`config.mk`:
```
export PLATFORM = sky130hd
export DESIGN_NAME = len_counter
export DESIGN_NICKNAME = d
export VERILOG_FILES = /design/src/rtl/len_counter.sv
export SDC_FILE = /design/constraint.sdc
export NUM_CORES = 1
export LEC_CHECK = 0
export CELL_PAD_IN_SITES_DETAIL_PLACEMENT = 1
export CELL_PAD_IN_SITES_GLOBAL_PLACEMENT = 1
export CORE_MARGIN = 2
export CORE_UTILIZATION = 40
export DETAILED_ROUTE_END_ITERATION = 10
export PLACE_DENSITY_LB_ADDON = 0.2
export SLEW_MARGIN = 10
export SYNTH_ARGS = -nofsm -noshare
export SYNTH_HDL_FRONTEND = slang
export SYNTH_SLANG_ARGS = --single-unit
```
`constraint.sdc`:
```
create_clock -name clk -period 4.6 [get_ports clk]
set_clock_uncertainty 0.2 [all_clocks]
set_input_delay 0.92 -clock clk [delete_from_list [all_inputs] [get_ports clk]]
set_output_delay 0.92 -clock clk [all_outputs]
set_load 0.01 [all_outputs]
```
`src/rtl/len_counter.sv`:
```
// len_counter: per-channel sound length counter.
// A trigger loads (2^WIDTH - lenLoad) length steps and turns the channel on.
// Each enabled length step counts down. The channel turns off when the count reaches zero.
// Optional build macro LEN_COUNTER_ZERO_RELOAD_EN: a trigger reloads the count
// only when the count has already expired. A trigger while counting only
// re-asserts chanEnable.
module len_counter #(
  parameter int WIDTH = 6
) (
  input  logic             clk,
  input  logic             reset,
  input  logic [WIDTH-1:0] lenLoad,
  input  logic             trigger,
  input  logic             lenEnable,
  output logic             chanEnable
);

  // One extra bit so that a load of 0 can represent the full 2^WIDTH steps.
  localparam logic [WIDTH:0] FULL_LEN = {1'b1, {WIDTH{1'b0}}};
  localparam logic [WIDTH:0] ONE      = {{WIDTH{1'b0}}, 1'b1};
  localparam logic [WIDTH:0] ZERO     = '0;

  logic [WIDTH:0] count_q, count_d;
  logic           chan_en_q, chan_en_d;
  logic [WIDTH:0] load_val;
  logic           do_load;

  assign load_val = FULL_LEN - {1'b0, lenLoad};

`ifdef LEN_COUNTER_ZERO_RELOAD_EN
  // A trigger reloads only when the count has already expired.
  // A trigger that arrives while counting keeps the running count.
  assign do_load = (count_q == ZERO);
`else
  // Every trigger restarts the count from the load value.
  assign do_load = 1'b1;
`endif

  // Next-state: a trigger has priority. Otherwise count down while enabled and saturate at zero.
  always_comb begin
    count_d   = count_q;
    chan_en_d = chan_en_q;
    if (trigger) begin
      if (do_load) begin
        count_d = load_val;
      end
      chan_en_d = 1'b1;
    end else if (lenEnable) begin
      if (count_q != ZERO) begin
        count_d   = count_q - ONE;
        chan_en_d = (count_q != ONE);
      end else begin
        chan_en_d = 1'b0;
      end
    end
  end

  // State registers. Asynchronous reset clears the count and disables the channel.
  always_ff @(posedge clk or posedge reset) begin
    if (reset) begin
      count_q   <= ZERO;
      chan_en_q <= 1'b0;
    end else begin
      count_q   <= count_d;
      chan_en_q <= chan_en_d;
    end
  end

  assign chanEnable = chan_en_q;

endmodule

```
Word level (Yosys, flattened, before mapping):

Index checks and enable logic that the tools add are counted.
W data, S select, Z words.

* bits in registers: 8
* input port bits: 10
* output and inout bits: 1
* logic and storage cells: 15

* add/sub/neg operators: 2
* eq/ne operators: 1
* multiplexer cells: 6
* reductions and logical operators: 4

Operator list (count)
* $mux W7: 3
* $ne A7 B1 Y1 const B: 1
* $reduce_bool A7 Y1: 1
* $sub A7 B1 Y7 const B: 1
* $sub A7 B6 Y7 const A: 1
* $reduce_bool A2 Y1: 2
* $mux W1: 3
* $reduce_and A2 Y1: 1

Depth between registers and ports, before layout:

Gate-level depths: netlist of the first run.

* depth in word-level cells: 4
* depth in mapped cells: 6
* mapped depth without buffers: 6

Worst setup path after synthesis of the first run:

Ideal clock, no wire load.

* path kind: input to register
* start: input lenLoad[0]
* end: register count_q[5]
* setup time: 0.133 ns
* arrival time: 1.900 ns
* data required time: 4.267 ns
* slack: 2.366 ns
* stages on the path: 4
* path buffers: 0
* cell sequence: or4_1 or3_1 nand3_1 nand3_1

* cells in the longest elaborated chain, start to end: 2

Ends and longest elaborated chain
* from (decl): line 12 `input logic [WIDTH-1:0] lenLoad,`
* $sub A7 B6 Y7: line 28 `assign load_val = FULL_LEN - {1'b0, lenLoad};`
* $mux W7: line 43 `if (trigger) begin`
* to (signal assigned): line 64 `count_q <= count_d;`
* to (decl): line 23 `logic [WIDTH:0] count_q, count_d;`

Every way passes these cells.
A chain may end at the register's enable or synchronous reset.

Worst setup path after layout of the first run:

Same ends and word-level chain as after synthesis.

==> results of run 1 <==
## placed cells by master, fill, tap and decap left out, types with 4 or more instances in the layout
cell type / netlist / final
ha_1: 4 / 4
nor2_1: 4 / 4
nand2_1: 4 / 4
dfrtp_1: 8 / 8
inv_1: 6 / 6
clkdlybuf4s50_1: 0 / 10
## state kept, by name, summed over array words and instances (netlist names)
register / count
chanEnable: 1
count_q: 7
## worst reg2reg max path: stages (launching register included)
cell	delay, ps
dfrtp_1	350
inv_1	100
ha_1	270
nand2b_1	200
o2111ai_2	170
or4b_1	510
nand3_1	100
## worst max path at each step
stage | from | to | slack (ps) | cells after the start
after global routing | lenLoad[0] | count_q[5] | 2040 | 5
after floorplan | lenLoad[0] | count_q[5] | 2370 | 4
final | lenLoad[0] | count_q[5] | 2110 | 5
after CTS | lenLoad[0] | count_q[5] | 2090 | 5
after global placement | lenLoad[0] | count_q[5] | 1870 | 5
after detailed placement | lenLoad[0] | count_q[5] | 1830 | 5
## routing by layer
layer	share of wire (%)	track usage [%]	wire (microns)	up-vias
met3	1.9	2.59	28	0
met5	0	0	0	-
met4	0	5.63	0	0
li1	-	-	-	261
met2	52	33.8	758	9
met1	46	24.8	670	253
## area by class of cell
cell class,count,area share (%)
Inverter,6,3.11
Clock buffer,3,3.11
Multi-Input combinational cell,48,49.7
Timing Repair Buffer,10,13.8
Tap cell,15,2.60
Sequential cell,8,27.7
## power groups by stage
stage	clock [uW]	sequential, uW	combinational (uW)
final	52.8	87.3	60.3
after floorplan	0	86.0	39.7
after detailed placement	0	88.6	60.0
after global placement	0	87.6	57.5
after CTS	54.9	87.4	61.2
after global routing	59.7	89.1	69.1
## cell families after synthesis
family / count (synthesis)
adder cells (fa/ha/maj): 4
XOR/XNOR: 4
flip-flops: 8
AO/OA/AOI/OAI: 17
multiplexers: 2
AND/OR/NAND/NOR: 21
buffers and inverters: 7
## through the flow
| step | cell area [sq um] | setup WS [ps] | power (uW) |
|---|---|---|---|
| floorplan | 586 | 2370 | 126 |
| global placement | 701 | 1870 | 145 |
| detailed placement | 701 | 1830 | 149 |
| CTS | 723 | 2090 | 203 |
| global route | 723 | 2040 | 218 |
| finish | 723 | 2110 | 200 |
==> run metrics, run 1 <==
status=completed; worst min path class=register to register; reg2reg end=count_q[5]; switch share=32.4%; Post-CTS Resized=0; first-pass GRT wire length=2640 microns; register area=about 200 sq um; Sequential Power Share=43.6%; Crit path max-delay family=simple AND/OR/NAND/NOR gates; vias in the first global route=570; Logic pwr share=30.1%; CP Max Fanout=4; Vias=about 520; Worst EP required=4520 ps; clk sinks=8; Post-CTS Repair Setup Buffers=0; fin util=54.2%; residual DRC count=0; dominant cell type by area after synthesis=dfrtp_1; Main synth FF type=dfrtp_1; Synth Register Bits=8; TritonRoute pass-1 iters=3; RSZ-0062 raised after global routing=false; number of buffers created by CTS=3; most instantiated cells after synthesis=dfrtp_1 (8), inv_1 (6), ha_1 (4), nand2_1 (4), nor2_1 (4); min Tclk post-route=2490 ps; Yosys top cell area share=roughly 34%; Inst Count DP=87; Synth Area in Adders=8.55%; Die X=42.3 microns; Final Hold Viols=0; power density over the cells=277 nW/um^2; Detailed Route WL=1460 microns; Final ANT Viol Nets=0; CP endpoint kind=register; die extent in y=42.3 microns; Buffers & Inverters on Critical Path=1; clk root buf=clkbuf_4; Unique masters post-synth=32; main combinational cell family by area after synthesis=compound AO/OA/AOI/OAI gates; gpl congestion=about 0.73; Max Freq=401 MHz; area of the core=1330 sq um; asr flop ratio synth=100%; clk_lat worst skew=250 ps; Post-Synthesis Cells=between 60 and 70; Hold Slack=422 ps; ANT cells=0; Hold Path Sink=count_q[5]; post-synthesis mux area share=3.63%; remaining global-route overflow=0; CP dominant cell by count=nand3_1; top cells by area, synth=dfrtp_1 (34%), ha_1 (8.5%), xnor2_1 (4.5%); FP Rows=13; register area share after synthesis=34.2%; simple-gate share of the synthesized area=20.5%; syn_nets=77; cell area after synthesis=586 sq um; Starting Density=a little over two fifths; CTS tree=done; number of max-cap violations=0; crit-path cells=clkdlybuf4s50_1, or4_1, or3_1, nand3_1, nand3_1; max-slew violations=0; part of the cycle the worst path needs=a little over half; initial antenna violation count=0; layout cells sized above 1=9.33%; P_sw=64.8 uW; VDD IR max=144 uV; CP Class=input pin to register; Critical Path AT=approximately 2400 ps; Critical R2R Launch=count_q[0]; worst-path cell with the longest stage delay=or4_1; LEAKAGE=0.000290 uW; Vias/cell=5.81; # port buffers=10; Post-synth EDFFs=0; clock tree buffer depth=2; HP Start=count_q[5]; clock power share=a little over a quarter; Hold Path Cell Cnt=2; r2r worst-path depth=6; Syn-to-layout area delta=23.5%; H-Tree Depth=1; Clk pin slew, worst setup/hold paths=60 ps; Syn Area/Cell=9.29 sq um; hold_buf cts=0; R2R Setup Slk=2640 ps; Synth Warn #=0; largest net degree at the start of global routing=13; Ports=11; setup TNS=0 ps; NumNets Final=91; HPWL after DPL=1140 microns; Non-Filler Instances=90; Max stage delay on crit path=560 ps; P_int=136 uW; area of the die=approximately 1800 sq um; WL/cell=16.2 microns; filler cell count=about 160; Tot GR Track Use=19.4%; Max transition margin=68.6%; compound-gate portion of the synthesized area=between 20% and 30%; Critical Path Start Type=input pin; most numerous cell in the Yosys netlist=dfrtp_1; first-iteration detailed-routing DRC count=2; multi-input logic area=359 sq um; Slew @ Worst Pin=between 400 and 500 ps; Setup-failing EPs final=0; post-synthesis xor/xnor area fraction=5.98%
(Power assumes the default switching activity.)
==> run 2: changes to the inputs <==
--- a/config.mk
+++ b/config.mk
@@ -8,7 +8,7 @@
 export CELL_PAD_IN_SITES_DETAIL_PLACEMENT = 1
 export CELL_PAD_IN_SITES_GLOBAL_PLACEMENT = 1
 export CORE_MARGIN = 2
-export CORE_UTILIZATION = 40
+export CORE_UTILIZATION = 37
 export DETAILED_ROUTE_END_ITERATION = 10
 export PLACE_DENSITY_LB_ADDON = 0.2
 export SLEW_MARGIN = 10
==> constraint.sdc (replaced) <==
create_clock -name clk -period 2.5 [get_ports clk]
set_clock_uncertainty 0.2 [all_clocks]
set_input_delay 0.5 -clock clk [delete_from_list [all_inputs] [get_ports clk]]
set_output_delay 0.5 -clock clk [all_outputs]
set_load 0.01 [all_outputs]
==> run 2 against run 1 <==
  * Final cell count up 2.2%
  * Total power up 84%
  * Register-to-register slack worse by 2100 ps
  * Via count up 1.5%
  * Sequential share of layout area down 0.33 points
  * Worst hold slack worse by 120 ps
  * Die area up 7.3%
  * Critical path depth unchanged
  * Wire length down 11%
  * Setup slack worse by 1700 ps
  * Non-clock buffer count up 1
  * Sequential power up 83%
  * Critical endpoint unchanged
  * Largest cell class unchanged
==> run metrics, run 2 (same netlist as run 1, synthesis figures left out) <==
met1 Usage GRT=21.0%; global-route track usage on met3=3.75%; residual DRC count=0; Ports=11; Starting Density=between 30% and 40%; most common cell after layout, fill and taps aside=clkdlybuf4s50_1; WL/cell=14.1 microns; Post-CTS Repair Setup Buffers=0; worst-path cell with the longest stage delay=or4_1; CP dominant cell by count=nand3_1; busiest grt layer=met2; Syn-to-layout area delta=25.0%; HPWL after DPL=1040 microns; Worst Setup EP=count_q[5]; Final Hold Viols=0; fin area=732 sq um; Max Freq=around 480 MHz; area of the die=1920 sq um; clock tree buffer depth=2; number of max-cap violations=0; Critical Path Start Type=input pin; Post-CTS Resized=0; min Tclk post-route=2070 ps; status=completed; VDD IR max=257 uV; clk sinks=8; RSZ-0062 raised after global routing=false; FP Rows=14; CP endpoint kind=register; hold_buf cts=0; first-pass GRT wire length=2260 microns; TritonRoute pass-1 iters=4; CTS tree=done; area of the core=1490 sq um; CP Max Fanout=4; Power Total=369 uW; power density over the cells=504 nW/um^2; Vias=531; Die X=43.8 microns; clk root buf=clkbuf_4; CP Class=input pin to register; gpl congestion=0.756; Detailed Route WL=~1300 microns; largest net degree at the start of global routing=9; first-iteration detailed-routing DRC count=5; Worst EP required=2420 ps; Buffers & Inverters on Critical Path=1; ANT cells=0; NumNets Final=92; LEAKAGE=a little under 0.0003 uW; max reg flops=7; number of buffers created by CTS=3; die extent in y=43.8 microns; met2 Use GR=between 20% and 30%; Clk pin slew, worst setup/hold paths=60 ps; Crit path max-delay family=simple AND/OR/NAND/NOR gates; setup TNS=0 ps; # port buffers=10; most frequent cells in the layout=clkdlybuf4s50_1 (10), dfrtp_1 (8), inv_1 (6); R2R Setup Slk=approximately 570 ps; Critical R2R Launch=count_q[2]; max-slew violations=0; Critical Path AT=2000 ps; crit-path cells=clkdlybuf4s50_1, or4_1, or3_1, nand3_1, nand3_1; remaining global-route overflow=0; Tot GR Track Use=16.2%; Slew @ Worst Pin=about 360 ps; H-Tree Depth=1; part of the cycle the worst path needs=between 80% and 90%; clk_lat worst skew=250 ps; largest register by flop count=count_q; worst min path class=input pin to async pin; Max transition margin=75.9%; cell count along the critical path=5; layout cells sized above 1=10.5%; vias in the first global route=528; Post-DP Area=just over 700 sq um; initial antenna violation count=0; Crit. Startpoint=lenLoad[0]; reg2reg end=count_q[1]; r2r worst-path depth=4; Max stage delay on crit path=~570 ps; Hold Slack=approximately 300 ps; Setup-failing EPs final=0; Vias/cell=5.77; Final ANT Viol Nets=0
## run 2: cell types whose count changed in the layout (fill, tap and decap cells not counted)
| cell | before | now |
|---|---|---|
| buf_4 | 0 | 1 |
## run 2: worst min path at each step
| stage | cells past startpoint | endpoint | startpoint |
|---|---|---|---|
| after floorplan | 1 | chanEnable | reset |
| after global placement | 2 | chanEnable | chanEnable |
| after detailed placement | 2 | chanEnable | chanEnable |
| after CTS | 2 | chanEnable | reset |
| after global routing | 2 | chanEnable | reset |
| final | 2 | chanEnable | reset |
## run 2: cell type report
cell class              count  area, sq um
multi-input cells          48          359
clock buffers               3         22.5
flip-flops and latches      8          200
well taps                  16         20.0
inverters                   6         22.5
fillers                   175          757
repair buffers             11          108
## run 2: routing by layer
metal  wire length, microns  share of wire (%)  vias to the layer above
li1                       -                  -                      263
met1                    603                 47                      255
met2                    638                 49                       11
met3                     33                2.5                        2
met4                     20                1.5                        0
met5                      0                  0                        -
## run 2: per-stage QoR
stage / setup slack [ps] / std cells / util [%]
after global routing: 337 / 92 / 49.2
final: 426 / 92 / 49.2
after detailed placement: 153 / 89 / 47.6
after global placement: 196 / 89 / 47.6
after CTS: 416 / 92 / 49.2
after floorplan: 663 / 63 / -
## run 2: where the power goes
| part | total (uW) | internal, uW | switching, uW |
|---|---|---|---|
| registers | 160 | 145 | 15.4 |
| logic | 108 | 49.9 | 58.1 |
| clock network | 101 | 55.1 | 45.9 |
| total | 369 | 250 | 119 |
==> run 3: changes to the inputs <==
==> constraint.sdc (replaced) <==
create_clock -name clk -period 2.1 [get_ports clk]
set_clock_uncertainty 0.2 [all_clocks]
set_input_delay 0.42 -clock clk [delete_from_list [all_inputs] [get_ports clk]]
set_output_delay 0.42 -clock clk [all_outputs]
set_load 0.01 [all_outputs]
==> run 3 against run 2 <==
  * Utilization increased by 3.0 points
  * Worst hold slack got worse by 100 ps
  * Count of clock-buffer cells in the layout unchanged
  * Largest cell class unchanged
  * Highest routed layer unchanged
==> run metrics, run 3 (same netlist as run 1, synthesis figures left out) <==
first-pass GRT wire length=2610 microns; vias in the first global route=600; Final Hold Viols=0; setup TNS=0 ps; CP endpoint kind=register; Detailed Route WL=roughly 1500 microns; Final ANT Viol Nets=0; Vias=547; Sequential Power Share=41.8%; Power Total=457 uW; Max Freq=515 MHz; power density over the cells=588 nW/um^2; Post-CTS Repair Setup Buffers=0; FP Rows=14; R2R Setup Slk=roughly 160 ps; Syn-to-layout area delta=32.7%; Non-Filler Instances=98; number of buffers created by CTS=3; Die X=roughly 44 microns; max-slew violations=0; Post-CTS Resized=0; NumNets Final=between 90 and 100; Logic pwr share=30.8%; # port buffers=10; Critical Path AT=1930 ps; Inst Count DP=95; Clk pin slew, worst setup/hold paths=approximately 60 ps; CP Max Fanout=6; Tot GR Track Use=around a fifth; HPWL after DPL=1150 microns; clk root buf=clkbuf_4; initial antenna violation count=0; VDD IR max=291 uV; clk_lat worst skew=270 ps; ANT cells=0; P_sw=153 uW; remaining global-route overflow=0; Max transition margin=between 70 and 80%; first-iteration detailed-routing DRC count=7; number of max-cap violations=0; Ports=11; P_int=304 uW; H-Tree Depth=1; Worst Slack Setup Final=157 ps; max reg flops=7; Setup-failing EPs final=0; worst min path class=input pin to async pin; Slew @ Worst Pin=409 ps; WL/cell=15.2 microns; Vias/cell=5.58; fin area=777 sq um; area of the die=1920 sq um; filler cell count=180; Critical Path Start Type=register; hold_buf cts=0; clock tree buffer depth=2; largest net degree at the start of global routing=10; CTS tree=done; Worst EP required=2090 ps; area of the core=1490 sq um; most frequent cells in the layout=clkdlybuf4s50_1 (10), dfrtp_1 (8), buf_4 (7); Post-DP Area=754 sq um; gpl congestion=0.722; residual DRC count=0; RSZ-0062 raised after global routing=false; Starting Density=39.3%; TritonRoute pass-1 iters=3; layout cells sized above 1=17.1%; clock power share=27.4%; clk sinks=8; LEAKAGE=between 0.0003 and 0.0004 uW; die extent in y=around 44 microns; status=completed; switch share=around a third; min Tclk post-route=1940 ps; most common cell after layout, fill and taps aside=clkdlybuf4s50_1; largest register by flop count=count_q; Post-Place Worst Slack=-113 ps; part of the cycle the worst path needs=92.5%; CP Class=register to register
-- run 3: final cells by class --
| class | instances | area [sq um] | share of cell area, % |
|---|---|---|---|
| Clock buffer | 3 | 22.5 | 2.90 |
| Inverter | 6 | 22.5 | 2.90 |
| Multi-Input combinational cell | 48 | 359 | 46.2 |
| Sequential cell | 8 | 200 | 25.8 |
| Tap cell | 16 | 20.0 | 2.58 |
| Timing Repair Buffer | 17 | 153 | 19.6 |
-- run 3: power groups by stage --
stage          clock [uW]  combinational (uW)  sequential (uW)
2_1_floorplan           0                87.0              188
4_1_cts               128                 142              191
3_5_place_dp            0                 139              193
3_3_place_gp            0                 134              192
5_1_grt               137                 157              194
6_report              125                 141              191
-- run 3: worst paths after layout --
path / start / end / cells past startpoint
hold reg to reg: chanEnable / chanEnable / 2
hold / removal: reset / chanEnable / 2
max in group asynchronous: reset / count_q[1] / 2
min in group clk: chanEnable / chanEnable / 2
setup reg to reg: count_q[2] / count_q[1] / 4
setup / recovery: count_q[2] / count_q[1] / 4
-- run 3: critical path, stage by stage (launching register included) --
cell and delay [ps]:
dfrtp_1 430, or4_4 590, o21ai_4 200, mux2_1 350, o21ai_1 110
-- run 3: metrics by stage --
| step | utilization, % | hold slack, ps |
|---|---|---|
| after global routing | 52.2 | 218 |
| after CTS | 52.2 | 206 |
| final | 52.2 | 198 |
| after global placement | 50.7 | 352 |
| after floorplan | - | 35.7 |
| after detailed placement | 50.7 | 352 |
-- run 3: layer usage --
layer / vias to the layer above / global-route usage [%] / part of all wire (%) / wire length [microns]
met5: - / 0 / 0 / 0
met1: 254 / 21.1 / 44 / 663
met4: 0 / 10.9 / 2.5 / 38
met3: 5 / 3.75 / 3.3 / 49
met2: 13 / 32.9 / 50 / 739
li1: 275 / - / - / -
